### config.mk
export PLATFORM = sky130hd
export DESIGN_NAME = inst_fetcher_flat
export DESIGN_NICKNAME = d
export VERILOG_FILES = /design/src/rtl/inst_fetcher_pkg.sv /design/src/rtl/inst_fetcher_if.sv /design/src/rtl/inst_fetcher_queue.sv /design/src/rtl/inst_fetcher.sv /design/src/flat_wrapper.sv
export SDC_FILE = /design/constraint.sdc
export NUM_CORES = 1
export LEC_CHECK = 0
export ABC_CLOCK_PERIOD_IN_PS = 5400
export BUFFER_PORTS_ARGS = -buffer_cell sky130_fd_sc_hd__clkbuf_2
export CORE_MARGIN = 2
export CORE_UTILIZATION = 45
export CTS_CLUSTER_SIZE = 28
export DETAILED_ROUTE_END_ITERATION = 16
export PLACE_DENSITY_LB_ADDON = 0.1
export SETUP_SLACK_MARGIN = 0.4
export SLEW_MARGIN = 25
export SYNTH_ARGS = -nofsm -noshare
export SYNTH_HDL_FRONTEND = slang
export SYNTH_SLANG_ARGS = --single-unit
### constraint.sdc
create_clock -name clk_in -period 5.4 [get_ports clk_in]
set_input_delay 0.81 -clock clk_in [delete_from_list [all_inputs] [get_ports clk_in]]
set_output_delay 0.81 -clock clk_in [all_outputs]
set_load 0.005 [all_outputs]
### src/rtl/inst_fetcher_pkg.sv
// Shared constants and types for the instruction fetch stage.
// JAL_PREDICT_EN enables static prediction of JAL targets via predict_pc().
package inst_fetcher_pkg;

  localparam logic [6:0] OpJal = 7'b1101111;

  typedef enum logic [1:0] {
    StIdle,
    StWait,
    StDiscard
  } fetch_state_e;

  typedef struct packed {
    logic [31:0] inst;
    logic [31:0] pc;
  } fetch_entry_t;

  function automatic logic [31:0] imm_j(input logic [31:0] word);
    return {{11{word[31]}}, word[31], word[19:12], word[20], word[30:21], 1'b0};
  endfunction

  // Target of the next fetch once `word` has been fetched from `pc`.
  function automatic logic [31:0] predict_pc(input logic [31:0] pc, input logic [31:0] word);
    if (word[6:0] == OpJal) begin
      return pc + imm_j(word);
    end
    return pc + 32'd4;
  endfunction

endpackage

### src/rtl/inst_fetcher_if.sv
// Fetch-side memory bus: single outstanding request, ended by mem_ready_in.
interface inst_fetcher_if;

  logic        mem_req_out;
  logic [31:0] mem_addr_out;
  logic        mem_ready_in;
  logic [31:0] mem_data_in;

  modport master (
    output mem_req_out,
    output mem_addr_out,
    input  mem_ready_in,
    input  mem_data_in
  );

  modport slave (
    input  mem_req_out,
    input  mem_addr_out,
    output mem_ready_in,
    output mem_data_in
  );

endinterface

### src/rtl/inst_fetcher_queue.sv
// Instruction queue: circular FIFO of {inst, pc} with synchronous clear.
// Depth must be a power of two so the pointers wrap naturally.
module inst_fetcher_queue
  import inst_fetcher_pkg::*;
#(
  parameter int unsigned Depth = 4
) (
  input  logic                   clk_in,
  input  logic                   rst_in,
  input  logic                   clear_i,
  input  logic                   push_i,
  input  fetch_entry_t           push_data_i,
  input  logic                   pop_i,
  output fetch_entry_t           head_o,
  output logic [$clog2(Depth):0] count_o
);

  localparam int unsigned PtrW = $clog2(Depth);

  fetch_entry_t         mem_q [Depth];
  logic [PtrW-1:0]      wr_ptr_q;
  logic [PtrW-1:0]      rd_ptr_q;
  logic [$clog2(Depth):0] count_q;

  always_ff @(posedge clk_in) begin
    if (rst_in || clear_i) begin
      wr_ptr_q <= '0;
      rd_ptr_q <= '0;
      count_q  <= '0;
    end else begin
      if (push_i) begin
        mem_q[wr_ptr_q] <= push_data_i;
        wr_ptr_q        <= wr_ptr_q + 1'b1;
      end
      if (pop_i) begin
        rd_ptr_q <= rd_ptr_q + 1'b1;
      end
      if (push_i && !pop_i) begin
        count_q <= count_q + 1'b1;
      end else if (pop_i && !push_i) begin
        count_q <= count_q - 1'b1;
      end
    end
  end

  assign head_o  = mem_q[rd_ptr_q];
  assign count_o = count_q;

endmodule

### src/rtl/inst_fetcher.sv
// Instruction fetch stage: PC, single-outstanding memory fetch FSM and decoder-facing queue.
// Define JAL_PREDICT_EN to follow JAL targets at fetch time instead of waiting for a flush.
module inst_fetcher
  import inst_fetcher_pkg::*;
#(
  parameter int unsigned QUEUE_DEPTH = 4,
  parameter logic [31:0] RESET_PC    = 32'h0
) (
  input  logic                 clk_in,
  input  logic                 rst_in,
  input  logic                 flush_in,
  input  logic [31:0]          flush_pc_in,
  input  logic                 stall_in,
  inst_fetcher_if.master       mem_bus,
  output logic                 inst_req_out,
  output logic [31:0]          inst_out,
  output logic [31:0]          pc_out
);

  localparam int unsigned      CntW     = $clog2(QUEUE_DEPTH) + 1;
  localparam logic [CntW-1:0]  DepthCnt = CntW'(QUEUE_DEPTH);

  fetch_state_e  state_q;
  logic [31:0]   pc_q;
  logic          mem_req_q;
  logic [31:0]   mem_addr_q;
  logic          inst_req_q;
  logic [31:0]   inst_q;
  logic [31:0]   pc_out_q;

  logic [31:0]   next_pc;
  logic          push;
  logic          pop;
  fetch_entry_t  push_data;
  fetch_entry_t  head;
  logic [CntW-1:0] count;

`ifdef JAL_PREDICT_EN
  assign next_pc = predict_pc(pc_q, mem_bus.mem_data_in);
`else
  assign next_pc = pc_q + 32'd4;
`endif

  // Flush wins over both queue operations; the queue is cleared on the same edge.
  assign push      = (state_q == StWait) && mem_bus.mem_ready_in && !flush_in;
  assign pop       = (count != '0) && !stall_in && !flush_in;
  assign push_data = '{inst: mem_bus.mem_data_in, pc: pc_q};

  inst_fetcher_queue #(
    .Depth (QUEUE_DEPTH)
  ) u_queue (
    .clk_in      (clk_in),
    .rst_in      (rst_in),
    .clear_i     (flush_in),
    .push_i      (push),
    .push_data_i (push_data),
    .pop_i       (pop),
    .head_o      (head),
    .count_o     (count)
  );

  always_ff @(posedge clk_in) begin
    if (rst_in) begin
      state_q    <= StIdle;
      pc_q       <= RESET_PC;
      mem_req_q  <= 1'b0;
      mem_addr_q <= RESET_PC;
      inst_req_q <= 1'b0;
      inst_q     <= '0;
      pc_out_q   <= '0;
    end else if (flush_in) begin
      pc_q       <= flush_pc_in;
      inst_req_q <= 1'b0;
      // An unfinished request must still be completed on the bus; its data is dropped later.
      if (mem_req_q && !mem_bus.mem_ready_in) begin
        state_q <= StDiscard;
      end else begin
        state_q   <= StIdle;
        mem_req_q <= 1'b0;
      end
    end else begin
      inst_req_q <= pop;
      if (pop) begin
        inst_q   <= head.inst;
        pc_out_q <= head.pc;
      end
      unique case (state_q)
        StIdle: begin
          if (count < DepthCnt) begin
            mem_req_q  <= 1'b1;
            mem_addr_q <= pc_q;
            state_q    <= StWait;
          end
        end
        StWait: begin
          if (mem_bus.mem_ready_in) begin
            mem_req_q <= 1'b0;
            pc_q      <= next_pc;
            state_q   <= StIdle;
          end
        end
        StDiscard: begin
          if (mem_bus.mem_ready_in) begin
            mem_req_q <= 1'b0;
            state_q   <= StIdle;
          end
        end
        default: state_q <= StIdle;
      endcase
    end
  end

  assign mem_bus.mem_req_out  = mem_req_q;
  assign mem_bus.mem_addr_out = mem_addr_q;
  assign inst_req_out         = inst_req_q;
  assign inst_out             = inst_q;
  assign pc_out               = pc_out_q;

endmodule
### src/flat_wrapper.sv
// flat-port wrapper written by rule: the top's interface ports become plain ports
module inst_fetcher_flat import inst_fetcher_pkg::*;
#(
  parameter int unsigned QUEUE_DEPTH = 4,
  parameter logic [31:0] RESET_PC    = 32'h0
)
  (clk_in, rst_in, flush_in, flush_pc_in, stall_in, inst_req_out, inst_out, pc_out, mem_bus_mem_req_out, mem_bus_mem_addr_out, mem_bus_mem_ready_in, mem_bus_mem_data_in);
  inst_fetcher_if mem_bus_i ();
  input  logic clk_in;
  input  logic rst_in;
  input  logic flush_in;
  input  logic [31:0] flush_pc_in;
  input  logic stall_in;
  output logic inst_req_out;
  output logic [31:0] inst_out;
  output logic [31:0] pc_out;
  output wire logic [$bits(mem_bus_i.mem_req_out)-1:0] mem_bus_mem_req_out;
  output wire logic [$bits(mem_bus_i.mem_addr_out)-1:0] mem_bus_mem_addr_out;
  input wire logic [$bits(mem_bus_i.mem_ready_in)-1:0] mem_bus_mem_ready_in;
  input wire logic [$bits(mem_bus_i.mem_data_in)-1:0] mem_bus_mem_data_in;
  assign mem_bus_mem_req_out = mem_bus_i.mem_req_out;
  assign mem_bus_mem_addr_out = mem_bus_i.mem_addr_out;
  assign mem_bus_i.mem_ready_in = mem_bus_mem_ready_in;
  assign mem_bus_i.mem_data_in = mem_bus_mem_data_in;
  inst_fetcher #(.QUEUE_DEPTH(QUEUE_DEPTH), .RESET_PC(RESET_PC)) u_core (.clk_in(clk_in), .rst_in(rst_in), .flush_in(flush_in), .flush_pc_in(flush_pc_in), .stall_in(stall_in), .mem_bus(mem_bus_i), .inst_req_out(inst_req_out), .inst_out(inst_out), .pc_out(pc_out));
endmodule
==> impl_metrics.yaml, run 1 <==
drt:
  dr.pass1.iters: 5
  drt_iter0_markers: 638
  drt-total-wl_um: 33100
  drc: 0
  wl_per_cell_um: 19.5
  via_per_inst: 5.34
  ant_nets: 0
  num_vias: 9077
die:
  dieArea_um2: 34800
  placementRows: 66
  ios: 167
  die_w_um: 187
  core_um2: 32700
  die_h_um: 187
  start_util: 0.458
worst_setup_path:
  reg2reg_depth: 4
  rrSetupSlack_ns: 2.96
  worstPathArrival_ns: 2.77
  crit_fanout: 39
  regToRegStartpoint: "u_core.u_queue.rd_ptr_q[0]$_SDFFE_PP0P_"
  crit_chain: "clkbuf_2 > and4bb_2 > and2_4 > buf_12"
  slowest_stage: "and4bb_2"
  r2r-end: "u_core.pc_out[20]$_SDFFE_PP0P_"
  crit_required_ns: 5.62
  crit_path_end_kind: "flop"
  path_class: "in -> reg"
  critPathLaunchType: "primary input"
  critPathMaxStageDelay_ns: 0.62
timing:
  period_share: 0.472
  slew_violations: 0
  setup_viol: 0
  finClkSkew_ns: 0.0113
  period_minus_slack_ns: 2.55
  setup_tns_ns: 0
  worst_slack_ns: 2.85
  relSlewSlack: 0.306
  final-hold-violation-count: 0
  tightest_slew_ns: 1.04
  max_freq_ghz: 0.392
  grt_setup_unrepaired: "false"
  hold_ws_ns: 0.452
global_routing:
  grt_max_degree: 79
  antenna_found_initial: 1
  overflow: 0
  grt_pass1_wl_um: 52100
  grt_pass1_vias: 9101
  grtUsageTotal: 0.191
logic_synthesis:
  synth_cells: 1065
  syn_area_per_cell_um2: 14.1
  syn_area_um2: 15000
  ys_seq_area_frac: 0.698
  ys.flop_type: "edfxtp_1"
  synthArstFlopShare: 0
  yosysTopAreaCell: "edfxtp_1"
  synth_area_leaders: "edfxtp_1 (51%), dfxtp_1 (19%), mux4_2 (9.6%), nand2_1 (5.4%), a21oi_1 (3.5%)"
  ys_ff_latch: 395
  synth.distinct_cells: 55
  yosysWarnings: 0
  synth_fp_nets: 1143
  synth_top_area_frac: 0.513
  synth_edf_count: 256
cells_and_area:
  drive_gt1_frac: 0.253
  stdcell_count: 1699
  mostFrequentLayoutCell: "edfxtp_1"
  final_cell_mix: "edfxtp_1 (256), nand2_1 (217), clkbuf_2 (165)"
  finalNetCount: 1300
  area_growth_pct: 17.9
hold_path:
  min_to: "u_core.inst_out[1]$_SDFFE_PP0P_"
  hold_path.class: "reg -> reg"
  hp-start: "u_core.inst_out[1]$_SDFFE_PP0P_"
  holdPathStages: 2
clocking:
  clock-sinks: 395
  numCtsBuffers: 42
  post_cts_buffers: 0
  clkTransAtPathRegs_ns: 0.06
  cts-hold-fix-buffers: 0
  cts_buffer_depth: 3
  clkLatencyLatePin_ns: 0.52
  cts_resized: 0
  htree_num_levels: 2
  cts_tree: "built"
  root_buffer: "clkbuf_16"
power_and_ir_drop:
  power.density_nw_per_um2: 359
  ir_drop_uv: 238
  power_leakage_nw: 5.97
  total_power_mw: 6.34
run_status:
  outcome: "completed"
placed_design:
  place.gp.congestion: 0.745
  dp_hpwl_um: 19200
  io_buffers: 166
  dp_slack_ns: 2.19
  place_inst: 1616
run:
  drv_cap: 0
[report_power, final]
group	total, mW	leakage (nW)	internal (mW)	switching, mW
sequential	3.31	3.44	3.25	0.0580
combinational	0.193	1.85	0.0745	0.118
clock	2.84	0.677	1.72	1.12
total	6.34	5.97	5.04	1.30
[layout make-up]
class                           instances  area, um2
Antenna cell                            1       2.50
Clock buffer                           65       1270
Clock inverter                         13        108
Fill cell                            2801      15000
Inverter                               13       48.8
Multi-Input combinational cell        594       4250
Sequential cell                       395      10500
Tap cell                              442        553
Timing Repair Buffer                  176        973
[cells by family (layout without fill, tap and decap cells)]
kind of cell             count (synthesis)  after routing  synth area share
other                                    0              1                 0
flip-flops                             395            395             0.698
buffers and inverters                   76            267            0.0197
AO/OA/AOI/OAI                          156            156            0.0607
AND/OR/NAND/NOR                        345            345             0.105
adder cells (fa/ha/maj)                  9              9           0.00801
XOR/XNOR                                15             15           0.00876
multiplexers                            69             69            0.0995
[critical path: cells and delay by family]
family	cells	cell delay, ns
simple gates	2	1.24
buf+inv	2	0.67
[state kept, by name, summed over array words and instances (netlist names)]
signal and flops:
u_core.u_queue.mem_q 256, u_core.inst_req_out 1, u_core.u_queue.rd_ptr_q 2, u_core.pc_out 32, u_core.u_queue.wr_ptr_q 2, u_core.mem_bus.mem_req_out 1, u_core.u_queue.count_o 3, u_core.state_q 2
u_core.mem_bus.mem_addr_out 32, u_core.inst_out 32, u_core.pc_q 32
[routing by layer]
metal	vias up	wire, um	track usage
li1	4303	-	-
met1	4487	14900	0.263
met2	236	15800	0.317
met3	51	1690	0.0322
met4	0	743	0.0540
met5	-	0	0
[synthesized netlist by cell type, drive strengths merged, types with 8 or more instances]
cell,count
dfxtp,139
a311oi,9
nand3,16
inv,13
nor2,35
ha,8
edfxtp,256
clkbuf,44
mux4,64
nand4,15
o21ai,8
xnor2,8
buf,19
nor3,13
a21oi,106
nand2,217
a211oi,9
[how the worst max path moves through the flow]
stage | slack (ns) | end | depth (start not counted) | from
final | 2.85 | u_core.u_queue.mem_q[0][53]$_DFFE_PP_ | 4 | flush_in
after floorplan | 1.94 | u_core.u_queue.mem_q[0][0]$_DFFE_PP_ | 4 | mem_bus_mem_ready_in
after CTS | 2.74 | u_core.u_queue.mem_q[1][42]$_DFFE_PP_ | 3 | flush_in
after detailed placement | 2.19 | u_core.u_queue.mem_q[1][33]$_DFFE_PP_ | 3 | flush_in
after global routing | 2.67 | u_core.pc_out[27]$_SDFFE_PP0P_ | 4 | u_core.u_queue.rd_ptr_q[0]$_SDFFE_PP0P_
after global placement | 2.23 | u_core.u_queue.mem_q[0][34]$_DFFE_PP_ | 3 | flush_in
[metrics by stage]
stage | util | instance area (um2)
2_1_floorplan | - | 15000
3_3_place_gp | 0.496 | 16200
3_5_place_dp | 0.496 | 16200
4_1_cts | 0.538 | 17600
5_1_grt | 0.541 | 17700
6_report | 0.541 | 17700
No activity file was read; power rests on OpenSTA's default activity.
==> run 2: changes to the inputs <==
ABC_CLOCK_PERIOD_IN_PS = 2150   (was 5400)
clock period = 2.15 ns   (was 5.4 ns; I/O delays follow)
==> run 2 against run 1 <==
Net effect:
- die area stayed put
- sequential share of layout area decreased by 3.5 points
- critical path depth grew 6
- via count up 4.8%
- highest routed layer is now met5
- critical endpoint is now u_core.u_queue.count_o[2]$_SDFFE_PP0P_
==> impl_metrics.yaml, run 2 (synthesis results as in run 1) <==
run_status:
  outcome: "completed"
worst_setup_path:
  crit_required_ns: 2.60
  regToRegStartpoint: "u_core.state_q[1]$_SDFFE_PP0P_"
  crit_fanout: 4
  r2r-end: "u_core.u_queue.count_o[2]$_SDFFE_PP0P_"
  reg2reg_depth: 10
  critPathLaunchType: "flop"
  rrSetupSlack_ns: 0.24
  path_class: "reg -> reg"
  crit_path_end_kind: "flop"
  worstPathArrival_ns: 2.36
die:
  die_w_um: 187
  dieArea_um2: 34800
  ios: 167
  placementRows: 66
  start_util: 0.458
  core_um2: 32700
  die_h_um: 187
clocking:
  clkLatencyLatePin_ns: 0.53
  htree_num_levels: 2
  cts_tree: "built"
  cts_buffer_depth: 3
  clock-sinks: 395
  clkTransAtPathRegs_ns: 0.06
  root_buffer: "clkbuf_16"
  numCtsBuffers: 42
cells_and_area:
  largest_reg_flops: 256
  finalNetCount: 1391
  area_growth_pct: 25.8
  mostFrequentLayoutCell: "edfxtp_1"
  final_cell_mix: "edfxtp_1 (256), nand2_1 (215), clkbuf_2 (165)"
  top_register: "u_core.u_queue.mem_q"
  drive_gt1_frac: 0.319
  final_cell_area_um2: 18900
  fin_util: 0.577
timing:
  period_minus_slack_ns: 1.91
  max_freq_ghz: 0.523
  grt_setup_unrepaired: "true"
  setup_viol: 0
  period_share: 0.889
  tightest_slew_ns: 0.761
  setup_tns_ns: 0
  hold_ws_ns: 0.0150
  slew_violations: 0
  worst_slack_ns: 0.239
  finClkSkew_ns: 0.00995
  relSlewSlack: 0.492
  final-hold-violation-count: 0
hold_path:
  min_to: "u_core.u_queue.mem_q[0][47]$_DFFE_PP_"
  hp-start: "mem_bus_mem_data_in[15]"
  holdPathStages: 1
  hold_path.class: "in -> reg"
power_and_ir_drop:
  ir_drop_uv: 606
  power.density_nw_per_um2: 851
  power_leakage_nw: 6.55
placed_design:
  place.gp.congestion: 0.803
  place_area_um2: 16800
  dp_slack_ns: 0.211
  dp_hpwl_um: 20900
  io_buffers: 166
run:
  drv_cap: 0
drt:
  drt-total-wl_um: 35400
  num_vias: 9517
  wl_per_cell_um: 19.8
  drt_iter0_markers: 637
  dr.pass1.iters: 5
  drc: 0
  via_per_inst: 5.32
  ant_nets: 0
global_routing:
  grt_max_degree: 66
  grt_pass1_vias: 9585
  grtUsageTotal: 0.201
  globalRouteMet3Util: 0.0337
  antenna_found_initial: 1
  use_met1: 0.272
  grtUsageMet2: 0.336
  overflow: 0
  grt_pass1_wl_um: 54700
  busiest_layer: "met2"
==> run 2: cell types whose count changed in the layout (fill, tap and decap cells not counted), sizes merged <==
cell,before,now
dlygate4sd3,0,12
buf,11,83
clkinv,11,17
bufinv,2,3
==> run 2: worst max-delay path, stage by stage (launching register included) <==
cell,delay [ns]
dfxtp_1,0.32
inv_2,0.07
ha_4,0.14
nand2_2,0.07
nor2_4,0.13
ha_4,0.15
inv_2,0.03
fa_2,0.32
xor2_1,0.15
or3_1,0.31
a21oi_1,0.13
==> run 2: where the power goes <==
| part | total [mW] | switching, mW | internal [mW] |
|---|---|---|---|
| clock | 7.13 | 2.85 | 4.28 |
| combinational | 0.681 | 0.400 | 0.281 |
| sequential | 8.25 | 0.0789 | 8.17 |
| total | 16.1 | 3.33 | 12.7 |
==> run 2: repair_timing <==
item | CTS | global route
pin swaps | 6 | 12
hold buffers | 12 | 0
cloned | 0 | 8
resized for setup | 12 | 29
setup buffers | 8 | 18
setup endpoints to repair | 78 | 311
endpoints found under the hold margin | 46 | 0
==> run 2: area by class of cell <==
type | count | area [um2]
flip-flops and latches | 395 | 10500
multi-input cells | 594 | 4380
clock inverters | 20 | 173
inverters | 13 | 48.8
repair buffers | 267 | 2000
diodes | 1 | 2.50
well taps | 442 | 553
fillers | 2750 | 13800
clock buffers | 58 | 1200
==> run 2: worst max path at each step <==
stage | startpoint | end | slack (ns)
after floorplan | u_core.u_queue.count_o[2]$_SDFFE_PP0P_ | u_core.u_queue.count_o[2]$_SDFFE_PP0P_ | 0.20
after global placement | u_core.u_queue.count_o[2]$_SDFFE_PP0P_ | u_core.u_queue.count_o[2]$_SDFFE_PP0P_ | 0.25
after detailed placement | u_core.u_queue.count_o[2]$_SDFFE_PP0P_ | u_core.pc_out[30]$_SDFFE_PP0P_ | 0.21
after CTS | u_core.state_q[1]$_SDFFE_PP0P_ | u_core.u_queue.count_o[2]$_SDFFE_PP0P_ | 0.28
after global routing | u_core.u_queue.count_o[0]$_SDFFE_PP0P_ | u_core.u_queue.count_o[2]$_SDFFE_PP0P_ | 0.17
final | u_core.state_q[1]$_SDFFE_PP0P_ | u_core.u_queue.count_o[2]$_SDFFE_PP0P_ | 0.24
==> run 2: metrics by stage <==
step,power [mW],cells
2_1_floorplan,8.71,1065
3_3_place_gp,9.03,1665
3_5_place_dp,9.05,1665
4_1_cts,16.2,1763
5_1_grt,16.6,1789
6_report,16.1,1790
==> run 2: per-layer routing <==
metal  vias to the layer above  share of wire
li1                       4503              -
met1                      4730           0.45
met2                       227           0.48
met3                        55          0.048
met4                         2          0.022
met5                         -        0.00037
